`src/rtl/reset_sequencer.sv`:
```
// reset_sequencer: turns the raw board reset into an ordered set of per-subsystem
// active-low resets. Stage 0 is released first, each later stage follows after a
// minimum dwell and (optionally) a synchronized readiness ack from the previous stage.
//
// Ports:
//   CLK          design clock
//   RESET        board reset, asynchronous assert, active-low
//   ext_rst_req  synchronous level request to re-run the whole sequence
//   stage_ack    per-stage ready levels, asynchronous to CLK
//   rst_n        sequenced active-low resets, bit 0 released first
//   seq_done     all stages released
//   busy         sequence in progress
//   error        sticky ack-timeout flag (cleared only by RESET)
//
// Macro RSTSEQ_ACK_EN: when defined, stage_ack is synchronized and gates each stage,
// and a missing ack times out, sets error and restarts the sequence. When undefined,
// stage_ack is ignored, stages advance on STAGE_DELAY alone and error stays 0.
module reset_sequencer #(
   parameter int NSTAGES     = 3,
   parameter int SYNC_STAGES = 2,
   parameter int HOLD_CYCLES = 16,
   parameter int STAGE_DELAY = 8,
   parameter int ACK_TIMEOUT = 64
) (
   input  logic               CLK,
   input  logic               RESET,
   input  logic               ext_rst_req,
   input  logic [NSTAGES-1:0] stage_ack,
   output logic [NSTAGES-1:0] rst_n,
   output logic               seq_done,
   output logic               busy,
   output logic               error
);

   localparam int CNT_MAX = (HOLD_CYCLES > ACK_TIMEOUT) ? HOLD_CYCLES : ACK_TIMEOUT;
   localparam int CW      = $clog2(CNT_MAX) + 1;
   localparam int KW      = (NSTAGES > 1) ? $clog2(NSTAGES) : 1;

   localparam logic [CW-1:0] HOLD_LAST    = CW'(HOLD_CYCLES - 1);
   localparam logic [CW-1:0] DELAY_LAST   = CW'(STAGE_DELAY - 1);
   localparam logic [CW-1:0] TIMEOUT_LAST = CW'(ACK_TIMEOUT - 1);
   localparam logic [KW-1:0] K_LAST       = KW'(NSTAGES - 1);

   typedef enum logic [1:0] {S_HOLD, S_WAIT, S_DONE} state_t;

   // Reset release synchronizer: asserts with RESET, releases SYNC_STAGES edges later.
   logic [SYNC_STAGES-1:0] rst_sync_q, rst_sync_d;
   logic                   rst_sync;

   always_comb rst_sync_d = {rst_sync_q[SYNC_STAGES-2:0], 1'b1};

   always_ff @(posedge CLK or negedge RESET) begin
      if (!RESET) rst_sync_q <= '0;
      else        rst_sync_q <= rst_sync_d;
   end

   assign rst_sync = rst_sync_q[SYNC_STAGES-1];

   logic [NSTAGES-1:0] ack_sync;
   logic               ack_cur;
   logic               timeout_hit;

   state_t             state_q, state_d;
   logic [KW-1:0]      k_q, k_d;
   logic [CW-1:0]      cnt_q, cnt_d;
   logic [NSTAGES-1:0] rst_n_q, rst_n_d;
   logic               seq_done_q, seq_done_d;
   logic               busy_q, busy_d;
   logic               error_q, error_d;

`ifdef RSTSEQ_ACK_EN
   // Per-bit ack synchronizer; the FSM only ever looks at the last flop.
   logic [NSTAGES-1:0] ack_sync_q [SYNC_STAGES];
   logic [NSTAGES-1:0] ack_sync_d [SYNC_STAGES];

   always_comb begin
      ack_sync_d[0] = stage_ack;
      for (int i = 1; i < SYNC_STAGES; i++) ack_sync_d[i] = ack_sync_q[i-1];
   end

   always_ff @(posedge CLK or negedge RESET) begin
      if (!RESET) begin
         for (int i = 0; i < SYNC_STAGES; i++) ack_sync_q[i] <= '0;
      end else begin
         for (int i = 0; i < SYNC_STAGES; i++) ack_sync_q[i] <= ack_sync_d[i];
      end
   end

   assign ack_sync    = ack_sync_q[SYNC_STAGES-1];
   assign ack_cur     = ack_sync[k_q];
   // ACK_TIMEOUT > STAGE_DELAY, so a present ack always advances before this fires.
   assign timeout_hit = (cnt_q == TIMEOUT_LAST) && !ack_cur;
`else
   logic unused_stage_ack;
   assign unused_stage_ack = ^stage_ack;
   assign ack_sync         = '1;
   assign ack_cur          = ack_sync[k_q];
   assign timeout_hit      = 1'b0;
`endif

   // State register (all outputs are registered here as well).
   always_ff @(posedge CLK or negedge RESET) begin
      if (!RESET) begin
         state_q    <= S_HOLD;
         k_q        <= '0;
         cnt_q      <= '0;
         rst_n_q    <= '0;
         seq_done_q <= 1'b0;
         busy_q     <= 1'b1;
         error_q    <= 1'b0;
      end else begin
         state_q    <= state_d;
         k_q        <= k_d;
         cnt_q      <= cnt_d;
         rst_n_q    <= rst_n_d;
         seq_done_q <= seq_done_d;
         busy_q     <= busy_d;
         error_q    <= error_d;
      end
   end

   // Next-state logic.
   always_comb begin
      state_d = state_q;
      k_d     = k_q;
      cnt_d   = cnt_q;
      rst_n_d = rst_n_q;
      error_d = error_q;

      // A restart request wins over any advance or timeout in the same cycle, and
      // keeps the hold counter parked at 0 for as long as it is held.
      if (!rst_sync || ext_rst_req) begin
         state_d = S_HOLD;
         k_d     = '0;
         cnt_d   = '0;
         rst_n_d = '0;
      end else begin
         case (state_q)
            S_HOLD: begin
               if (cnt_q == HOLD_LAST) begin
                  rst_n_d = NSTAGES'(1);
                  k_d     = '0;
                  cnt_d   = '0;
                  state_d = S_WAIT;
               end else begin
                  cnt_d = cnt_q + CW'(1);
               end
            end
            S_WAIT: begin
               if (cnt_q >= DELAY_LAST && ack_cur) begin
                  cnt_d = '0;
                  if (k_q == K_LAST) begin
                     state_d = S_DONE;
                  end else begin
                     k_d     = k_q + KW'(1);
                     rst_n_d = rst_n_q | (NSTAGES'(1) << k_d);
                  end
               end else if (timeout_hit) begin
                  error_d = 1'b1;
                  rst_n_d = '0;
                  k_d     = '0;
                  cnt_d   = '0;
                  state_d = S_HOLD;
               end else begin
                  cnt_d = cnt_q + CW'(1);
               end
            end
            S_DONE: ;
            default: state_d = S_HOLD;
         endcase
      end

      seq_done_d = (state_d == S_DONE);
      busy_d     = (state_d != S_DONE);
   end

   // Output logic.
   always_comb begin
      rst_n    = rst_n_q;
      seq_done = seq_done_q;
      busy     = busy_q;
      error    = error_q;
   end

endmodule

```
`config.mk`:
```
export PLATFORM = sky130hd
export DESIGN_NAME = reset_sequencer
export DESIGN_NICKNAME = d
export VERILOG_FILES = /design/src/rtl/reset_sequencer.sv
export SDC_FILE = /design/constraint.sdc
export NUM_CORES = 1
export LEC_CHECK = 0
export BUFFER_PORTS_ARGS = -buffer_cell sky130_fd_sc_hd__buf_4
export CORE_MARGIN = 4
export CORE_UTILIZATION = 50
export CTS_CLUSTER_SIZE = 20
export DETAILED_ROUTE_END_ITERATION = 8
export PLACE_DENSITY = 0.72
export SLEW_MARGIN = 25
export SYNTH_ARGS = -nofsm -noshare
export SYNTH_HDL_FRONTEND = slang
export SYNTH_SLANG_ARGS = --single-unit
```
`constraint.sdc`:
```
create_clock -name CLK -period 1.7 [get_ports CLK]
set_clock_uncertainty 0.05 [all_clocks]
set_input_delay 0.255 -clock CLK [delete_from_list [all_inputs] [get_ports CLK]]
set_output_delay 0.255 -clock CLK [all_outputs]
set_load 0.005 [all_outputs]
```
### Word-level counts from Yosys, hierarchy flattened

Cells that the tools add are included.

| storage, ports and cells | value |
|---|---|
| register bits | 18 |
| bits in latches | 0 |
| RAM bits | 0 |
| bits in read-only memories | 0 |
| bits of input ports | 6 |
| output and inout bits | 6 |
| logic and storage cells | 49 |
| memories kept | 0 |

| cells by class | value |
|---|---|
| $add $sub $neg | 2 |
| multipliers | 0 |
| divide/modulo/power cells | 0 |
| magnitude comparators | 2 |
| eq/ne operators | 9 |
| shift-type cells | 1 |
| mux-type cells | 21 |
| bitwise logic cells | 1 |
| reduce and logical (&&, ||, !) cells | 6 |

Operators by type and width:

| kind | number |
|---|---|
| 7-bit 2-to-1 mux | 3 |
| 2-bit 2-to-1 mux | 8 |
| 7-bit one-hot mux with 2 select lines | 1 |
| 3-bit 2-to-1 mux | 4 |
| 3-bit inequality test, second input constant | 3 |
| 7-bit by 1-bit adder with 7-bit output, second input constant | 1 |
| 7-bit by 4-bit equality test with 1-bit output, second input constant | 1 |
| 7-bit by 3-bit >= comparator with 1-bit output, second input constant | 1 |
| 2-bit equality test, second input constant | 3 |
| 2-bit one-hot mux with 3 select lines | 1 |
| 3-bit one-hot mux with 2 select lines | 1 |
| 2-bit one-hot mux with 2 select lines | 1 |
| 4-bit AND reduction | 1 |
| 2-bit by 3-bit < comparator with 1-bit output, second input constant | 1 |
| 3-bit OR | 1 |
| 3-bit nonzero test | 1 |
| 1-bit by 2-bit left shift with 3-bit output, first input constant | 1 |
| 2-bit by 1-bit adder with 2-bit output, second input constant | 1 |
| 1-bit binary-select mux with 2-bit select | 1 |
| 2-bit by 1-bit equality test with 1-bit output, second input constant | 1 |
| 2-bit logical NOT | 1 |
| 2-bit inequality test, second input constant | 1 |
| 1-bit logical AND | 1 |
| 1-bit logical NOT | 1 |
| other kinds (2) | 2 |

### Logic depth before layout (Yosys ltp)

Gate-level depths: netlist of the first run.

| logic depth | value |
|---|---|
| word-level depth | 7 |
| gate-level depth with buffers | 6 |
| gate-level depth less buffers | 6 |

### Worst setup path after synthesis of the first run

OpenSTA, ideal clock, no wires.

| path | value |
|---|---|
| path kind | register to register |
| from | reg cnt_q[0] |
| to | reg cnt_q[6] |
| setup time | 0.079 ns |
| data arrival time | 1.695 ns |
| data required time | 1.571 ns |
| slack | -0.124 ns |
| stages on the path, launching flop included | 6 |
| path buffers | 0 |
| period minus slack after synthesis | 1.824 ns |
| cells stage by stage | dfrtp_1 > ha_1 > a21o_1 > o31a_1 > or4b_1 > mux2i_1 |

| between the ends | value |
|---|---|
| word-level cells in the longest chain between the ends | 5 |
| elaborated cells on any way between the ends | 8 |
| those cells by class | add/sub: 1; order compare: 1; eq/ne: 1; mux: 4; reduce/logical: 1 |

RTL lines:

| element | line | text |
|---|---|---|
| from (decl) | 65 | `logic [CW-1:0] cnt_q, cnt_d;` |
| from (signal assigned) | 114 | `cnt_q <= cnt_d;` |
| 7-bit by 3-bit >= comparator with 1-bit output | 150 | `if (cnt_q >= DELAY_LAST && ack_cur) begin` |
| 1-bit logical AND | 150 |  |
| 7-bit 2-to-1 mux | 150 |  |
| 7-bit one-hot mux with 2 select lines * | 138 | `case (state_q)` |
| 7-bit 2-to-1 mux * | 132 | `if (!rst_sync \|\| ext_rst_req) begin` |

Every way passes the cells marked *; elsewhere a longest branch is shown, timed or not.
A chain may end at the register's enable or synchronous reset.

### Final worst setup path of the first run

| path | value |
|---|---|
| from | reg cnt_q[1] |
| to | reg cnt_q[6] |

Same word-level chain as after synthesis.

==> results_dict.tcl, run 1 <==
set metrics [dict create \
    status "complete, but fails checks" \
    violations "negative setup slack" \
    yosys_register_bits 18 \
    clockBufferDepth 2 \
    synth_area_leaders "dfrtp_1 (42%), ha_1 (6.2%), nand3_1 (3.5%)" \
    clk_latency_ns 0.29 \
    syn-mean-instance-area_um2 9.45 \
    core_um2 1940 \
    yosys_warnings 0 \
    grt_pass1_wl_mm 3.74 \
    cts_tree "built" \
    min_period_ns 1.85 \
    arrival_ns 2.03 \
    hold_start "ext_rst_req" \
    p_leak_uw 0.000620 \
    synth.distinct_cells 41 \
    relSlewSlack_pct 64.5 \
    synthArstFlopShare_pct 100 \
    die-area_um2 2810 \
    synth_edf_count 0 \
    grt_start_max_net_pins 19 \
    start_kind "register" \
    hold_path_end "busy" \
    track_usage_pct 18.2 \
    ir_worst_vdd_v 0.000406 \
    holdPathStages 4 \
    setup_ws_ns -0.153 \
    antenna_left 0 \
    clk_pin_slew_ns 0.10 \
    r2r-start "cnt_q[1]" \
    finalMaxSlewViolations 0 \
    synth_nets 118 \
    crit_type "register to register" \
    final_area_um2 1380 \
    synth_top_cell_by_area "dfrtp_1" \
    clock.fmax_mhz 540 \
    nets 149 \
    place_area_um2 1230 \
    post-route-period-util_pct 109 \
    start_util_pct 52.1 \
    dieHeight_um 53.0 \
    antenna_found_initial 0 \
    wl_mm 2.51 \
    cts_sinks 18 \
    ys_seq_area_share_pct 44.7 \
    antenna_cells 0 \
    grt_pass1_vias 870 \
    synth_cells 107 \
    reg2reg_depth 5 \
    clockRootBuffer "clkbuf_4" \
    whs_ns 0.302 \
    rsz0062_at_grt "true" \
    cts_max_level 1 \
    drcViolationCount 0 \
    synthFlopType "dfrtp_1" \
    gp_congestion 0.854 \
    critPathMaxFanout 3 \
    reg2reg_setup_slack_ns -0.15 \
    min_path_type "input pin to register" \
    dr.pass1.iters 4 \
    drt_iter0_markers 43 \
    cp.required_ns 1.87 \
    drive_above_1_share_pct 36.5 \
    hpwl_mm 1.71 \
    setup_viol 8 \
    synth_top_cell_area_share_pct 42.1 \
    cellPowerDensity_nw_per_um2 516 \
    io_buffer_count 7 \
    wl_per_cell_um 15.3 \
    final_hold_viol_count 0 \
    vias 962 \
    io_pins 12 \
    worst_slew_pin_slew_ns 0.533 \
    end_kind "register" \
    dieWidth_um 53.0 \
    setup_tns_ns -0.459 \
    placement_rows 16 \
    overflow 0 \
    viasPerCell 5.87 \
    synthToLayoutAreaGrowth_pct 36.8 \
    cts_buffers 3 \
    maxCapViolations 0 \
    synth_most_common_cell "dfrtp_1" \
    syn-cell-area_um2 1010 \
    r2r-end "cnt_q[6]" \
    synth_top_cells_by_count "dfrtp_1 (17), nand2_1 (7), nand3_1 (7), o21ai_0 (7)" \
]
-- how the worst max path moves through the flow --
stage / start / to / slack [ns] / depth (start not counted)
after floorplan: cnt_q[6] / cnt_q[6] / -0.07 / 4
after global placement: cnt_q[6] / cnt_q[6] / -0.10 / 4
after detailed placement: cnt_q[6] / cnt_q[6] / -0.15 / 4
after CTS: cnt_q[6] / cnt_q[6] / -0.17 / 4
after global routing: cnt_q[1] / cnt_q[6] / -0.24 / 5
final: cnt_q[1] / cnt_q[6] / -0.15 / 5
-- cell families (layout without fill, tap and decap cells) --
kind of cell	count (synthesis)	after routing	synth area share (%)
buffers and inverters	11	41	4.46
and+or+nand+nor	36	36	20.4
muxes	1	1	0.990
adders and majority gates	5	5	6.19
DFF	18	18	44.7
other	2	2	0.743
AOI/OAI and AO/OA	34	34	22.5
-- critical path, cell delays in order, from the launching register on --
cell,delay [ns]
dfrtp_1,0.43
ha_4,0.18
a21o_1,0.18
o31a_1,0.32
or4b_4,0.49
mux2i_1,0.13
-- area by class of cell --
class	count	area [um2]
clock buffer	4	26.3
sequential	18	452
inverter	5	18.8
fill	163	559
tap	27	33.8
timing repair buffer	32	250
multi-input combinational	78	602
-- metrics by stage --
stage	total power [uW]	worst slack, ns	std cells	utilization (%)
after floorplan	466	-0.0660	107	-
after global placement	490	-0.104	156	63.4
after detailed placement	492	-0.145	156	63.4
after CTS	710	-0.172	163	66.2
after global routing	754	-0.242	164	71.2
final	714	-0.153	164	71.2
-- where the power goes --
group / leakage, uW / switching (uW) / internal [uW]
Sequential: 0.000241 / 4.20 / 434
Clock: 0.0000150 / 125 / 91.2
Combinational: 0.000364 / 30.3 / 29.2
Total: 0.000620 / 159 / 555
-- what timing repair did --
| item | in CTS | in global routing |
|---|---|---|
| buffers inserted | 2 | 1 |
| pin swaps | 0 | 8 |
| gates resized for setup | 3 | 16 |
| setup endpoints to repair | 9 | 11 |
| hold buffers | 1 | 0 |
| hold endpoints to repair | 17 | 0 |
-- cells in the final DEF (no fill, tap or decap), types with 4 or more instances in the layout --
cell type,count
a21oi_1,4
a31oi_1,4
buf_4,29
dfrtp_1,17
ha_1,4
inv_1,5
nand2_1,7
nand3_1,5
nor2b_1,4
o21ai_0,5
-- flip-flops by register name (all words and copies together), names as in the netlist --
name / flops
busy: 1
cnt_q: 7
rst_n: 3
state_q: 2
seq_done: 1
k_q: 2
rst_sync_q: 2
-- routing by layer --
layer  GRT usage, %  vias up  wire, um
li1               -      452         -
met1           22.8      465      1090
met2           31.6       43      1290
met3           3.38        2       121
met4           5.11        0         8
met5              0        -         0
No activity file was read; power rests on OpenSTA's default activity.
==> run 2, diff against run 1 <==
PLACE_DENSITY = 0.73   (was 0.72)
==> run 2 against run 1 <==
The run still ends with negative setup slack left; non-clock buffer count shrank 1; global-route usage grew 3.8 points; setup slack lost 0.0052 ns; via count grew 2.8%; maximum frequency shrank 0.28%; flip-flop and latch count is the same; wire length grew 14%; sequential power is essentially flat; total power grew 7.7%; first-iteration DRC count shrank 12%; critical path type unchanged; critical endpoint unchanged.
==> results_dict.tcl, run 2 (same netlist as run 1, synthesis figures left out) <==
set metrics [dict create \
    antenna_found_initial 0 \
    fin_cells 163 \
    clockRootBuffer "clkbuf_4" \
    drive_above_1_share_pct 41.2 \
    finalMaxSlewViolations 0 \
    wl_per_cell_um 17.5 \
    p_switching_uw 178 \
    fin_util_pct 73.9 \
    fillers 141 \
    final_hold_viol_count 0 \
    clk_latency_ns 0.31 \
    track_usage_pct 22.0 \
    antenna_left 0 \
    cts_max_level 1 \
    antenna_cells 0 \
    met1_usage_pct 25.8 \
    setup_viol 7 \
    r2r-end "cnt_q[6]" \
    io_buffer_count 7 \
    arrival_ns 2.04 \
    internal-power_uw 591 \
    cellPowerDensity_nw_per_um2 536 \
    start_util_pct 52.1 \
    dp_cells 154 \
    nets 148 \
    ir_worst_vdd_v 0.000483 \
    clk_pin_slew_ns 0.11 \
    end_kind "register" \
    violations "negative setup slack" \
    status "complete, but fails checks" \
    reg2reg_depth 4 \
    gp_congestion 0.862 \
    dieWidth_um 53.0 \
    reg2reg_setup_slack_ns -0.16 \
    min_path_type "input pin to register" \
    clock.fmax_mhz 538 \
    seqPwrFrac_pct 57.1 \
    grt_util_met3_pct 3.10 \
    crit_path_end "cnt_q[6]" \
    cts_tree "built" \
    grt_pass1_wl_mm 4.45 \
    sw_frac_of_total_pct 23.2 \
    grtUsageMet2_pct 37.6 \
    regMostFlops "cnt_q" \
    p_comb_share_pct 7.2 \
    min_period_ns 1.86 \
    maxCapViolations 0 \
    rsz0062_at_grt "true" \
    start_kind "register" \
    cts_buffers 3 \
    crit_type "register to register" \
    die-area_um2 2810 \
    io_pins 12 \
    grt_start_max_net_pins 19 \
    synthToLayoutAreaGrowth_pct 42.0 \
    drt_iter0_markers 38 \
    p_clk_share_pct 35.7 \
    cp.required_ns 1.88 \
    place_area_um2 1220 \
    core_um2 1940 \
    r2r-start "cnt_q[6]" \
    setup_tns_ns -0.348 \
    p_leak_uw 0.000628 \
    final_cell_mix "buf_4 (29), dfrtp_1 (15), nand2_1 (7)" \
    grt_pass1_vias 1004 \
    vias 989 \
    cts_sinks 18 \
    crit_start "cnt_q[6]" \
    hpwl_mm 1.79 \
    overflow 0 \
    dieHeight_um 53.0 \
    final_common_cell "buf_4" \
    critPathMaxFanout 4 \
    setup_ws_ns -0.159 \
    drcViolationCount 0 \
    grt_busiest_layer "met2" \
    post-route-period-util_pct 109 \
    final_area_um2 1440 \
    wl_mm 2.85 \
    placement_rows 16 \
    clockBufferDepth 2 \
    dr.pass1.iters 4 \
    viasPerCell 6.07 \
    largest_reg_flops 7 \
]
[run 2: repair_timing]
action / 4_1_cts / 5_1_grt
gates resized for setup: 12 / 18
hold buffers: 1 / 0
buffers inserted: 2 / 2
pin swaps: 5 / 9
hold endpoints to repair: 18 / 0
setup endpoints to repair: 9 / 14
[run 2: worst max-delay path, stage by stage, from the launching register on]
cell and delay, ns:
dfrtp_1 0.41, or3_4 0.42, o31a_1 0.27, or4b_1 0.48
mux2i_1 0.15
[run 2: routing by layer]
| metal | vias to the layer above | routed length [um] |
|---|---|---|
| met1 | 488 | 1150 |
| met3 | 12 | 125 |
| met5 | - | 0 |
| li1 | 451 | - |
| met4 | 0 | 104 |
| met2 | 38 | 1470 |
[run 2: worst min path at each step]
stage,cells past startpoint,to,startpoint,slack [ns]
2_1_floorplan,0,cnt_q[0],RESET,-0.09
3_5_place_dp,1,seq_done,RESET,0.09
4_1_cts,4,busy,ext_rst_req,0.28
6_report,4,busy,ext_rst_req,0.29
5_1_grt,2,cnt_q[2],RESET,0.32
3_3_place_gp,1,seq_done,RESET,0.08
[run 2: through the flow]
step / worst slack (ns) / hold slack (ns) / total power [uW]
after detailed placement: -0.160 / 0.0864 / 492
after global routing: -0.221 / 0.317 / 799
after global placement: -0.0898 / 0.0848 / 490
after CTS: -0.172 / 0.276 / 771
after floorplan: -0.0660 / -0.0906 / 466
final: -0.159 / 0.288 / 769
[run 2: power by group through the flow]
| stage | logic (uW) | registers [uW] | clock network [uW] |
|---|---|---|---|
| after global routing | 62.2 | 440 | 296 |
| after floorplan | 20.2 | 446 | 0 |
| final | 55.4 | 439 | 275 |
| after detailed placement | 45.2 | 447 | 0 |
| after CTS | 50.7 | 439 | 281 |
| after global placement | 44.3 | 446 | 0 |
[run 2: area by class of cell]
| class | count | area, um2 | area share (%) |
|---|---|---|---|
| clock buffers | 4 | 36.3 | 2.53 |
| inverters | 5 | 18.8 | 1.31 |
| multi-input cells | 78 | 653 | 45.5 |
| flip-flops and latches | 18 | 454 | 31.6 |
| well taps | 27 | 33.8 | 2.35 |
| repair buffers | 31 | 239 | 16.7 |
==> run 3, diff against run 2 <==
CORE_ASPECT_RATIO = 1.2   (was not set)
clock period = 1.6 ns   (was 1.7 ns; I/O delays follow)
==> run 3 against run 2 <==
The flow still finishes with violations (negative setup slack); die area up 0.12%; utilization up 7.4 points; global-route usage down 1.2 points; critical endpoint unchanged; highest routed layer unchanged.
==> results_dict.tcl, run 3 (same netlist as run 1, synthesis figures left out) <==
set metrics [dict create \
    r2r-start "cnt_q[6]" \
    antenna_left 0 \
    arrival_ns 2.08 \
    clk_latency_ns 0.32 \
    placement_rows 17 \
    die-area_um2 2810 \
    p_switching_uw 204 \
    core_um2 1870 \
    antenna_found_initial 0 \
    p_comb_share_pct 8.1 \
    wl_mm 3.24 \
    reg2reg_depth 4 \
    grt_pass1_wl_mm 4.53 \
    critPathMaxFanout 4 \
    status "complete, but fails checks" \
    min_period_ns 1.88 \
    seqPwrFrac_pct 55.7 \
    grt_pass1_vias 1015 \
    cts_buffers 3 \
    p_clk_share_pct 36.2 \
    r2r-end "cnt_q[6]" \
    hpwl_mm 1.83 \
    cellPowerDensity_nw_per_um2 549 \
    dieHeight_um 57.3 \
    nets 155 \
    cts_tree "built" \
    violations "negative setup slack" \
    p_leak_uw 0.000664 \
    setup_viol 14 \
    drive_above_1_share_pct 48.3 \
    regMostFlops "cnt_q" \
    dr.pass1.iters 4 \
    io_pins 12 \
    final_cell_mix "buf_4 (31), dfrtp_1 (17), nand2_1 (7)" \
    clockBufferDepth 2 \
    wl_per_cell_um 20.0 \
    clockRootBuffer "clkbuf_4" \
    viasPerCell 6.29 \
    overflow 0 \
    dp_cells 152 \
    fin_cells 162 \
    synthToLayoutAreaGrowth_pct 50.6 \
    cp.required_ns 1.80 \
    antenna_cells 0 \
    fin_util_pct 81.4 \
    rsz0062_at_grt "true" \
    io_buffer_count 7 \
    internal-power_uw 632 \
    setup_ws_ns -0.280 \
    clk_pin_slew_ns 0.11 \
    whs_ns 0.260 \
    sw_frac_of_total_pct 24.4 \
    post-route-period-util_pct 117 \
    finalMaxSlewViolations 0 \
    min_path_type "input pin to async pin" \
    reg2reg_setup_slack_ns -0.28 \
    crit_type "register to register" \
    crit_slowest_cell "or4b_1" \
    start_kind "register" \
    largest_reg_flops 7 \
    track_usage_pct 20.8 \
    maxCapViolations 0 \
    cts_sinks 18 \
    cts_max_level 1 \
    cp_slowest_stage_delay_ns 0.49 \
    dieWidth_um 49.1 \
    grt_start_max_net_pins 19 \
    end_kind "register" \
    vias 1019 \
    start_util_pct 54.0 \
    drt_iter0_markers 31 \
    clock.fmax_mhz 532 \
    ir_worst_vdd_v 0.000584 \
    crit_path_cell_trace "or3_4 -> o31a_1 -> or4b_1 -> mux2i_1" \
    gp_congestion 0.881 \
    final_common_cell "buf_4" \
    drcViolationCount 0 \
    final_hold_viol_count 0 \
]
==> run 3: area by class of cell <==
cell class	count	area, um2
Multi-Input combinational cell	78	682
Tap cell	19	23.8
Clock buffer	4	36.3
Timing Repair Buffer	38	310
Inverter	5	18.8
Fill cell	112	349
Sequential cell	18	452
==> run 3: how the worst max path moves through the flow <==
stage	from	endpoint	slack [ns]	cells after the start
5_1_grt	cnt_q[6]	cnt_q[6]	-0.34	4
6_report	cnt_q[6]	cnt_q[6]	-0.28	4
3_5_place_dp	cnt_q[6]	cnt_q[6]	-0.22	4
4_1_cts	cnt_q[4]	cnt_q[6]	-0.25	4
3_3_place_gp	cnt_q[6]	cnt_q[6]	-0.19	4
2_1_floorplan	cnt_q[6]	cnt_q[6]	-0.17	4
==> run 3: critical path: cells and delay by family (launching register included) <==
kind / cells / cell delay, ns
DFF: 1 / 0.40
muxes: 1 / 0.14
and+or+nand+nor: 2 / 0.90
AOI/OAI and AO/OA: 1 / 0.32
==> run 3: per-stage QoR <==
stage / TNS, ns / total power [uW] / area [um2] / setup slack, ns
after global routing: -2.37 / 863 / 1520 / -0.336
after CTS: -0.904 / 827 / 1370 / -0.247
after floorplan: -0.518 / 496 / 1010 / -0.166
after global placement: -1.32 / 523 / 1250 / -0.191
final: -1.71 / 837 / 1520 / -0.280
after detailed placement: -1.78 / 526 / 1250 / -0.225
==> run 3: metal layers <==
metal	wire length (um)	vias to the layer above	share of wire, %	track usage, %
li1	-	465	-	-
met1	1270	496	39	24.0
met2	1660	45	51	35.3
met3	169	13	5.2	3.66
met4	140	0	4.3	13.5
met5	0	-	0	0
==> run 3: power groups by stage <==
stage / registers, uW / clock network [uW] / logic (uW)
6_report: 466 / 303 / 67.7
5_1_grt: 468 / 321 / 74.2
4_1_cts: 465 / 301 / 60.1
3_5_place_dp: 474 / 0 / 51.8
3_3_place_gp: 474 / 0 / 49.8
2_1_floorplan: 474 / 0 / 21.5
==> run 3: timing repair <==
action | CTS | global route
buffers inserted | 1 | 4
resized for setup | 18 | 24
setup endpoints to repair | 15 | 16
hold endpoints to repair | 18 | 0
pin swaps | 11 | 7
hold buffers | 1 | 0
